===== src/rtl/gate_share_arb.sv =====
`default_nettype none
// ============================================================================
// Module   : gate_share_arb
// Purpose  : Round-robin arbiter that time-shares one combinational gate
//            datapath between three requesters. A winner's operands are
//            registered onto A/B/C for one DRIVE cycle. The datapath results
//            X/Y/Z are captured on the following edge and returned to the
//            owner with a one-cycle rsp_valid pulse.
// Ports    : clk, rst (async, active-high)
//            req[2:0], req_A/B/C[3*W-1:0]  requester levels and packed operands
//            gnt[2:0]                      one-hot grant pulse
//            A/B/C[W-1:0]                  operands to the shared datapath
//            X/Y/Z[W-1:0]                  datapath results (combinational)
//            rsp_valid[2:0], rsp_X/Y/Z     one-hot response pulse and results
//            busy                          high whenever not IDLE
// Revision : 1.0  initial release
// ============================================================================
module gate_share_arb #(
    parameter int W = 4
) (
    input  logic           clk,
    input  logic           rst,
    input  logic [2:0]     req,
    input  logic [3*W-1:0] req_A,
    input  logic [3*W-1:0] req_B,
    input  logic [3*W-1:0] req_C,
    output logic [2:0]     gnt,
    output logic [W-1:0]   A,
    output logic [W-1:0]   B,
    output logic [W-1:0]   C,
    input  logic [W-1:0]   X,
    input  logic [W-1:0]   Y,
    input  logic [W-1:0]   Z,
    output logic [2:0]     rsp_valid,
    output logic [W-1:0]   rsp_X,
    output logic [W-1:0]   rsp_Y,
    output logic [W-1:0]   rsp_Z,
    output logic           busy
);

    typedef enum logic [1:0] {
        S_IDLE    = 2'd0,
        S_DRIVE   = 2'd1,
        S_CAPTURE = 2'd2
    } state_t;

    state_t     r_state;
    state_t     w_state_nxt;
    logic [1:0] r_last;     // index of the most recently completed grant
    logic [1:0] r_owner;    // index of the transaction in flight
    logic [1:0] w_ord0;     // round-robin search order, highest priority first
    logic [1:0] w_ord1;
    logic [1:0] w_ord2;
    logic [1:0] w_pick;
    logic       w_any;

    // Search order begins just after the last completed grant. Reset leaves
    // r_last at 2, so requester 0 is favoured first.
    always_comb begin
        w_ord0 = 2'd0;
        w_ord1 = 2'd1;
        w_ord2 = 2'd2;
        case (r_last)
            2'd0: begin
                w_ord0 = 2'd1;
                w_ord1 = 2'd2;
                w_ord2 = 2'd0;
            end
            2'd1: begin
                w_ord0 = 2'd2;
                w_ord1 = 2'd0;
                w_ord2 = 2'd1;
            end
            default: begin
                w_ord0 = 2'd0;
                w_ord1 = 2'd1;
                w_ord2 = 2'd2;
            end
        endcase
    end

    // Priority pick. w_pick is only used when w_any is set, so the fallback
    // to w_ord2 is harmless when nothing is requesting.
    always_comb begin
        w_any  = |req;
        w_pick = w_ord2;
        if (req[w_ord1]) begin
            w_pick = w_ord1;
        end
        if (req[w_ord0]) begin
            w_pick = w_ord0;
        end
    end

    always_comb begin
        w_state_nxt = r_state;
        case (r_state)
            S_IDLE:    if (w_any) w_state_nxt = S_DRIVE;
            S_DRIVE:   w_state_nxt = S_CAPTURE;
            S_CAPTURE: w_state_nxt = S_IDLE;
            default:   w_state_nxt = S_IDLE;
        endcase
    end

    always_ff @(posedge clk or posedge rst) begin
        if (rst) begin
            r_state <= S_IDLE;
        end else begin
            r_state <= w_state_nxt;
        end
    end

    // gnt and rsp_valid default low every cycle so that they are single-cycle
    // pulses. A reset mid-transaction clears r_state before CAPTURE is
    // reached, which is what suppresses the response.
    always_ff @(posedge clk or posedge rst) begin
        if (rst) begin
            r_last    <= 2'd2;
            r_owner   <= 2'd0;
            gnt       <= 3'b000;
            rsp_valid <= 3'b000;
            A         <= '0;
            B         <= '0;
            C         <= '0;
            rsp_X     <= '0;
            rsp_Y     <= '0;
            rsp_Z     <= '0;
        end else begin
            gnt       <= 3'b000;
            rsp_valid <= 3'b000;
            if (r_state == S_IDLE && w_any) begin
                gnt     <= 3'b001 << w_pick;
                r_owner <= w_pick;
                A       <= req_A[w_pick*W +: W];
                B       <= req_B[w_pick*W +: W];
                C       <= req_C[w_pick*W +: W];
            end
            if (r_state == S_CAPTURE) begin
                rsp_X     <= X;
                rsp_Y     <= Y;
                rsp_Z     <= Z;
                rsp_valid <= 3'b001 << r_owner;
                r_last    <= r_owner;
            end
        end
    end

    assign busy = (r_state != S_IDLE);

endmodule
`default_nettype wire


===== config.mk =====
export PLATFORM = sky130hd
export DESIGN_NAME = gate_share_arb
export DESIGN_NICKNAME = d
export VERILOG_FILES = /design/src/rtl/gate_share_arb.sv
export SDC_FILE = /design/constraint.sdc
export NUM_CORES = 1
export LEC_CHECK = 0
export BUFFER_PORTS_ARGS = -buffer_cell sky130_fd_sc_hd__buf_4
export CORE_ASPECT_RATIO = 0.5
export CORE_MARGIN = 3
export CORE_UTILIZATION = 45
export CTS_CLUSTER_SIZE = 10
export DETAILED_ROUTE_END_ITERATION = 10
export PLACE_DENSITY = 0.79
export SLEW_MARGIN = 20
export SYNTH_ARGS = -nofsm -noshare
export SYNTH_HDL_FRONTEND = slang
export SYNTH_SLANG_ARGS = --single-unit

===== constraint.sdc =====
create_clock -name clk -period 1.99 [get_ports clk]
set_input_delay 0.0995 -clock clk [delete_from_list [all_inputs] [get_ports clk]]
set_output_delay 0.0995 -clock clk [all_outputs]
set_load 0.03 [all_outputs]

==> flow_metrics.env <==
export IMPL_htreeDepth=2
export IMPL_hold_path_class="in2reg"
export IMPL_critPathLaunch="r_last[1]"
export IMPL_grt_usage_pct=20.76
export IMPL_path_delay_family="compound AO/OA/AOI/OAI gates"
export IMPL_p_per_area_mw_per_mm2=1725
export IMPL_mappedNetlistNets=228
export IMPL_post_dp_cell_area_mm2=0.002341
export IMPL_ys_ff_latch=36
export IMPL_antenna_found_initial=0
export IMPL_mostFrequentLayoutCells="89 x buf_4, 66 x nand2_1, 35 x dfrtp_1, 14 x nor2_1, 11 x o21ai_0"
export IMPL_synth_area_mm2=0.001658
export IMPL_mostFrequentLayoutCell="buf_4"
export IMPL_drt_total_wl_um=4667
export IMPL_cp_buffers_inverters=0
export IMPL_grt_max_degree=22
export IMPL_cp_endpoint="A[0]"
export IMPL_die_y_um=48.92
export IMPL_area_growth_pct=55.62
export IMPL_clock_path_buffers=2
export IMPL_synth_cells=175
export IMPL_arrival_ns=1.76
export IMPL_via_count=1613
export IMPL_nets=322
export IMPL_ys_top_cells_by_area="dfrtp_1 53%, nand2_1 15%, a41oi_2 6.9%"
export IMPL_drt_pass1_iterations=4
export IMPL_fin_crit_ns=1.557
export IMPL_initial_core_util_pct=50.88
export IMPL_drive_above_1_share_pct=41.48
export IMPL_die_area_mm2=0.004493
export IMPL_r2r_start="r_last[1]"
export IMPL_placed_cells=302
export IMPL_fin_worst_skew_ns=0.005039
export IMPL_core_mm2=0.003258
export IMPL_cpMaxStageDelayCell="dfstp_2"
export IMPL_yosysTopAreaCell="dfrtp_1"
export IMPL_io_buffers=83
export IMPL_gp_congestion=0.7471
export IMPL_synth_top_area_share_pct=52.83
export IMPL_slew_viol_final=0
export IMPL_grt_pass1_vias=1606
export IMPL_cp_end_kind="flop"
export IMPL_cts_buffers=5
export IMPL_dp_hpwl_um=3263
export IMPL_dieWidth_um=91.84
export IMPL_cp_start_kind="flop"
export IMPL_crit_type="reg2reg"
export IMPL_finalSetupViolCount=0
export IMPL_reg2reg_slack_ns=0.43
export IMPL_grt_overflow=0
export IMPL_grt_pass1_wl_um=7327
export IMPL_cts_setup_buffers=0
export IMPL_holdPathStages=3
export IMPL_worst_slew_pin_slew_ns=0.6427
export IMPL_slowest_delay_ns=0.61
export IMPL_final_util_pct=79.19
export IMPL_fill_cells=234
export IMPL_wl_per_cell_um=14.68
export IMPL_leakagePower_nw=1.258
export IMPL_path_cells="a22o_1, nand2_1, a41oi_2"
export IMPL_via_per_inst=5.072
export IMPL_route_detailed_drc=0
export IMPL_rows=14
export IMPL_max_slew_margin_pct=57.15
export IMPL_vdd_ir_drop_max_mv=0.8707
export IMPL_finalInstanceArea_mm2=0.002580
export IMPL_rsz0062_at_grt="no"
export IMPL_synthDistinctLibCells=27
export IMPL_drtIter0Drc=53
export IMPL_cp_depth=3
export IMPL_hold_viol=0
export IMPL_antenna_cells=0
export IMPL_status="completed"
export IMPL_worstPathRequired_ns=2.20
export IMPL_r2r_cells=3
export IMPL_seq_area_um2=902.1
export IMPL_cts_tree="yes"
export IMPL_worst_path_max_fanout=14
export IMPL_r2r_end="A[0]"
export IMPL_cts_resized=0
export IMPL_total_power_w=0.004452
export IMPL_max_freq_ghz=0.6423
export IMPL_ys_warnings_count=0
export IMPL_clk_latency_ns=0.29
export IMPL_ctsRootBufferMaster="clkbuf_8"
export IMPL_postRouteAntennaNets=0
export IMPL_syn_area_per_cell_um2=9.473
export IMPL_ios=84
export IMPL_finalCritPeriodShare_pct=78.23
export IMPL_clkTransAtPathRegs_ns=0.08
export IMPL_drv_cap=0
export IMPL_cts_sinks=36
export IMPL_layoutNonFillerInstCount=318
export IMPL_synth_seq_area_share_pct=54.42
export IMPL_fin_tns_setup_ns=0
export IMPL_multi_input_area_um2=706.9
final cells by class:
| class | instances | area share (%) |
|---|---|---|
| clock buffer | 5 | 2.667 |
| clock inverter | 3 | 3.492 |
| inverter | 1 | 0.1455 |
| multi-input combinational | 128 | 27.40 |
| sequential | 36 | 34.97 |
| tap | 48 | 2.328 |
| timing repair buffer | 97 | 29.00 |
flip-flops by register name, indices dropped and copies added, names as in the netlist:
name,count
A,4
B,4
rsp_Y,4
rsp_Z,4
rsp_X,4
r_last,2
gnt,3
r_state,2
C,4
rsp_valid,3
r_owner,2
routing by layer:
metal  track usage [%]  wire, um  up-vias
met2             38.89      2431       56
met3             5.701       302        8
met4             7.882        66        0
li1                  -         -      771
met1             22.46      1867      778
met5                 0         0        -
tightest hold or removal path, delay by kind of cell:
family,cells,cell delay [ns]
buffers and inverters,1,0.08
and+or+nand+nor,2,0.08
cell families after synthesis:
logic type | after synthesis | synth area share, %
and+or+nand+nor | 100 | 26.87
DFF | 36 | 54.42
AOI/OAI and AO/OA | 27 | 14.57
buffers and inverters | 11 | 3.471
muxes | 1 | 0.6792
metrics by stage:
step | hold slack [ns] | worst slack, ns
after floorplan | 0.2049 | 0.3948
after global placement | 0.1545 | 0.5099
after detailed placement | 0.1590 | 0.4452
after CTS | 0.0002849 | 0.4175
after global routing | 0.007232 | 0.3053
final | 0.008056 | 0.4332
cell usage after synthesis (all sizes together):
cell and count:
clkbuf 7, inv 1, nor3b 2, and2 2
nor2 15, nand2b 3, mux2 1, o21ai 12
buf 3, nor2b 4, a22o 1, nand3b 1
or3b 1, a41oi 12, dfstp 1, or2 1
nor4 1, dfrtp 35, nand3 1, or4b 1
nand2 66, nor3 2, o21a 2
how the worst min path moves through the flow:
| stage | start | to | slack [ns] |
|---|---|---|---|
| after floorplan | X[0] | rsp_X[0] | 0.20 |
| after global placement | rst | rsp_Z[0] | 0.15 |
| after detailed placement | rst | rsp_Z[0] | 0.16 |
| after CTS | Y[2] | rsp_Y[2] | 0.0003 |
| after global routing | Y[2] | rsp_Y[2] | 0.007 |
| final | Y[2] | rsp_Y[2] | 0.008 |
power by group:
part	internal [W]	switching, W	total (W)
logic	0.000868	0.00137	0.00224
clock network	0.000627	0.000269	0.000896
registers	0.00109	0.000230	0.00132
total	0.00258	0.00187	0.00445
timing repair:
item	in CTS	in global routing
setup endpoints to repair	0	0
endpoints found under the hold margin	42	0
hold buffers	8	0
Note: power is estimated with default switching activity, not from simulation.
